<file path="src/rtl/sb_tx_arbiter.sv">
// Sideband transmit arbiter: picks one of two message requesters round-robin,
// holds the granted message on the sideband until it reports completion,
// then acknowledges the owner (or flags a timeout if completion never comes).
module sb_tx_arbiter #(
  parameter int TIMEOUT_CYCLES = 16
) (
  input  logic       CLK,
  input  logic       rst,
  input  logic       i_enable,
  input  logic       i_req_tx,
  input  logic [3:0] i_msg_tx,
  input  logic [2:0] i_info_tx,
  input  logic       i_req_rx,
  input  logic [3:0] i_msg_rx,
  input  logic [2:0] i_info_rx,
  input  logic       i_falling_edge_busy,
  output logic [3:0] o_TX_SbMessage,
  output logic [2:0] o_msg_info,
  output logic       o_ValidOutData,
  output logic       o_ack_tx,
  output logic       o_ack_rx,
  output logic       o_timeout,
  output logic       o_grant_rx
);

  typedef enum logic [1:0] {IDLE, SEND, DONE, TOUT} state_t;

  localparam logic [7:0] CNT_LAST = 8'(TIMEOUT_CYCLES - 1);

  state_t     state_q, state_d;
  logic [7:0] cnt_q, cnt_d;
  logic [3:0] msg_q, msg_d;
  logic [2:0] info_q, info_d;
  logic       grant_rx_q, grant_rx_d;
  logic       last_rx_q, last_rx_d;
  logic       elig_tx, elig_rx, pick_rx;

  // Counter stops at all-ones instead of wrapping back to zero.
  function automatic logic [7:0] sat_inc(input logic [7:0] v);
    return (v == 8'hFF) ? v : v + 8'd1;
  endfunction

  // A message code of zero means "nothing to send" even if req is high.
  assign elig_tx = i_req_tx && (i_msg_tx != 4'b0000);
  assign elig_rx = i_req_rx && (i_msg_rx != 4'b0000);
  // rx wins only when it is alone, or when tx was the previous owner.
  assign pick_rx = elig_rx && (!elig_tx || !last_rx_q);

  // State register.
  always_ff @(posedge CLK) begin
    if (rst) state_q <= IDLE;
    else     state_q <= state_d;
  end

  // Next-state: completion edge beats timeout; disable beats everything.
  always_comb begin
    state_d = state_q;
    case (state_q)
      IDLE: if (i_enable && (elig_tx || elig_rx)) state_d = SEND;
      SEND: begin
        if (!i_enable)                 state_d = IDLE;
        else if (i_falling_edge_busy)  state_d = DONE;
        else if (cnt_q == CNT_LAST)    state_d = TOUT;
      end
      DONE:    state_d = IDLE;
      TOUT:    state_d = IDLE;
      default: state_d = IDLE;
    endcase
  end

  // Control and latched-message registers; the message payload needs no reset
  // because it is only visible while in SEND.
  always_ff @(posedge CLK) begin
    if (rst) begin
      cnt_q      <= 8'd0;
      grant_rx_q <= 1'b0;
      last_rx_q  <= 1'b1;
    end else begin
      cnt_q      <= cnt_d;
      grant_rx_q <= grant_rx_d;
      last_rx_q  <= last_rx_d;
    end
    msg_q  <= msg_d;
    info_q <= info_d;
  end

  // Grant capture in IDLE, cycle counting in SEND, pointer update on completion.
  always_comb begin
    cnt_d      = cnt_q;
    msg_d      = msg_q;
    info_d     = info_q;
    grant_rx_d = grant_rx_q;
    last_rx_d  = last_rx_q;
    case (state_q)
      IDLE: begin
        if (i_enable && (elig_tx || elig_rx)) begin
          grant_rx_d = pick_rx;
          msg_d      = pick_rx ? i_msg_rx  : i_msg_tx;
          info_d     = pick_rx ? i_info_rx : i_info_tx;
          cnt_d      = 8'd0;
        end
      end
      SEND:       cnt_d     = sat_inc(cnt_q);
      DONE, TOUT: last_rx_d = grant_rx_q;
      default: ;
    endcase
  end

  // Outputs are decoded purely from the current state.
  always_comb begin
    o_TX_SbMessage = 4'd0;
    o_msg_info     = 3'd0;
    o_ValidOutData = 1'b0;
    o_ack_tx       = 1'b0;
    o_ack_rx       = 1'b0;
    o_timeout      = 1'b0;
    case (state_q)
      SEND: begin
        o_TX_SbMessage = msg_q;
        o_msg_info     = info_q;
        o_ValidOutData = 1'b1;
      end
      DONE: begin
        o_ack_tx = !grant_rx_q;
        o_ack_rx = grant_rx_q;
      end
      TOUT:    o_timeout = 1'b1;
      default: ;
    endcase
  end

  assign o_grant_rx = grant_rx_q;

endmodule
</file>
<file path="config.mk">
export PLATFORM = sky130hd
export DESIGN_NAME = sb_tx_arbiter
export DESIGN_NICKNAME = d
export VERILOG_FILES = /design/src/rtl/sb_tx_arbiter.sv
export SDC_FILE = /design/constraint.sdc
export NUM_CORES = 1
export LEC_CHECK = 0
export ABC_AREA = 1
export CAP_MARGIN = 20
export CELL_PAD_IN_SITES_DETAIL_PLACEMENT = 0
export CELL_PAD_IN_SITES_GLOBAL_PLACEMENT = 2
export CORE_MARGIN = 4
export CORE_UTILIZATION = 25
export CTS_BUF_LIST = sky130_fd_sc_hd__clkbuf_16
export DETAILED_ROUTE_END_ITERATION = 8
export GPL_TIMING_DRIVEN = 0
export HOLD_SLACK_MARGIN = 0.1
export PLACE_DENSITY_LB_ADDON = 0.12
export SLEW_MARGIN = 10
export SYNTH_ARGS = -nofsm -noshare
export SYNTH_HDL_FRONTEND = slang
export SYNTH_SLANG_ARGS = --single-unit
export TNS_END_PERCENT = 10
</file>
<file path="constraint.sdc">
create_clock -name CLK -period 2.9 [get_ports CLK]
set_input_delay 0.435 -clock CLK [delete_from_list [all_inputs] [get_ports CLK]]
set_output_delay 0.435 -clock CLK [all_outputs]
set_load 0.01 [all_outputs]
</file>
==> impl_metrics.tcl <==
set metrics [dict create \
    status "completed" \
    startpoint_type "flip-flop" \
    synth_top_area_frac 0.224 \
    drc_errors 0 \
    synth_edf_count 7 \
    max_stage_delay_ns 0.55 \
    antenna_cells 0 \
    drtPass1Iterations 4 \
    grt_pass1_vias 1064 \
    synth_common_cells "nand2_1, nor2_1, inv_1" \
    fin_nets 213 \
    power_leakage_nw 0.670 \
    die_area_um2 5400 \
    synth_warnings 0 \
    drive_above_1_share 0.0785 \
    synthCells 157 \
    first_iter_violations 83 \
    ant_nets 0 \
    vdd_ir_drop_max_mv 0.316 \
    min_period_over_period 0.671 \
    path_clk_slew_ns 0.05 \
    cts_setup_buffers 0 \
    ioPinCount 32 \
    yosysUniqueCellTypes 25 \
    cts_tree "done" \
    cp.arrival_ns 1.51 \
    hold_path.startpoint "last_rx_q" \
    endpoint_kind "output pin" \
    yosys-top-cells-area "dfxtp_1, edfxtp_1, nand2_1" \
    die_h_um 73.5 \
    critPathLaunch "state_q[0]" \
    crit_slowest_cell "clkdlybuf4s50_1" \
    core_um2 4090 \
    grt_pass1_wl_mm 4.73 \
    synthFlopType "dfxtp_1" \
    die_w_um 73.5 \
    clkLatencyLatePin_ns 0.25 \
    row_count 23 \
    fin_crit_ns 1.94 \
    final-max-slew-violation-count 0 \
    port_buffers 30 \
    wl_mm 2.78 \
    rsz0062_at_grt "false" \
    syn_to_final_growth_pct 41.3 \
    grt_use_total 0.113 \
    grt_max_degree 12 \
    critPathBufInv 2 \
    syn_nets 178 \
    reg2reg_from "cnt_q[0]" \
    cts_buffers 3 \
    viasPerCell 4.43 \
    cts_sinks 19 \
    maxCapViolCount 0 \
    relSlewSlack 0.682 \
    routed_wire_length_per_instance_um 11.5 \
    yosys.area.top_type "dfxtp_1" \
    required_ns 2.47 \
    clock-root-buffer "clkbuf_16" \
    grt-ovfl-total 0 \
    hold_violations 0 \
    hold_path_class "reg2reg" \
    tightest_slew_ns 0.477 \
    syn_area_um2 1070 \
    setup_violations 0 \
    hold_buffers 0 \
    yosysMostFrequentCell "nand2_1" \
    fillers 441 \
    fmax_mhz 514 \
    crit_chain "nand2_4 > inv_4 > clkdlybuf4s50_1" \
    final.setup.tns_ns 0 \
    hpwl_mm 2.17 \
    cts.repair.resized 0 \
    clockBufferDepth 2 \
    vias 1068 \
    synth-seq-area-share 0.420 \
    total_power_mw 0.711 \
    start_util 0.262 \
    routabilityCongestion 0.731 \
    antenna_found_initial 0 \
    crit_family "buffers and inverters" \
    async_flop_share 0 \
    ys_ff_latch 19 \
    crit_type "reg2out" \
    powerDensity_nw_per_um2 470 \
    skew_ns 0.00319 \
    avgSynthCellArea_um2 6.83 \
    cp_max_fo 10 \
    h-tree-depth 1 \
]
==> cell families (layout without fill, tap and decap cells) <==
group | count (synthesis) | after routing | share of synthesized area
AOI/OAI and AO/OA | 14 | 14 | 0.0852
adders and majority gates | 1 | 1 | 0.0117
DFF | 19 | 19 | 0.420
buffers and inverters | 23 | 57 | 0.0840
and+or+nand+nor | 99 | 99 | 0.391
xor gates and xnor gates | 1 | 1 | 0.00817
==> where the power goes <==
group          leakage (nW)  internal, mW  switching, mW
Combinational         0.466        0.0591         0.0666
Clock                0.0409         0.185         0.0989
Sequential            0.164         0.293        0.00858
==> layout make-up <==
type,count,area [um2],share of cell area
inverters,21,81.3,0.0537
repair buffers,30,300,0.198
clock inverters,1,5.00,0.00330
multi-input cells,115,532,0.351
flip-flops and latches,19,450,0.297
plain buffers,2,8.76,0.00578
well taps,50,62.6,0.0413
clock buffers,3,75.1,0.0495
==> metal layers <==
metal	track usage	vias up	wire, um
li1	-	561	-
met1	0.146	482	1300
met2	0.188	23	1340
met5	0	-	0
met3	0.0328	2	125
met4	0.0181	0	13
==> per-stage QoR <==
stage | setup slack [ns] | hold WS (ns) | utilization | cells | area, um2
2_1_floorplan | 1.57 | 0.430 | - | 157 | 1070
5_1_grt | 0.871 | 0.511 | 0.371 | 241 | 1520
3_3_place_gp | 0.904 | 0.460 | 0.351 | 237 | 1440
4_1_cts | 0.921 | 0.477 | 0.371 | 241 | 1520
3_5_place_dp | 0.891 | 0.464 | 0.351 | 237 | 1440
6_report | 0.955 | 0.467 | 0.371 | 241 | 1520
==> worst reg2reg max path, delay by kind of cell (launching register included) <==
kind | cells | cell delay (ns)
AND/OR/NAND/NOR | 4 | 0.42
flip-flops | 1 | 0.38
adder cells (fa/ha/maj) | 1 | 0.19
AO/OA/AOI/OAI | 2 | 0.35
buffers and inverters | 1 | 0.06
==> state kept, by name, indices dropped and copies added, names as in the netlist <==
name and count:
cnt_q 8, msg_q 4, info_q 3, state_q 2, last_rx_q 1, o_grant_rx 1
==> placed cells by master, fill, tap and decap left out, types with 2 or more instances in the layout <==
cell type,synthesis,final
nand2_2,2,2
o21ai_0,2,2
nor2_1,22,22
inv_1,17,17
nor3_1,3,3
clkdlybuf4s50_1,0,30
a21oi_1,8,8
clkbuf_16,0,3
dfxtp_1,12,12
nand2_1,55,55
nand3_1,12,12
inv_2,3,3
edfxtp_1,7,7
==> worst paths after layout <==
path | endpoint | slack (ns) | cells past startpoint
worst max-delay path | o_ValidOutData | 0.96 | 3
worst min-delay path | last_rx_q | 0.47 | 2
worst max register to register | cnt_q[7] | 1.36 | 8
worst min register to register | last_rx_q | 0.47 | 2
Note: power is estimated with default switching activity, not from simulation.
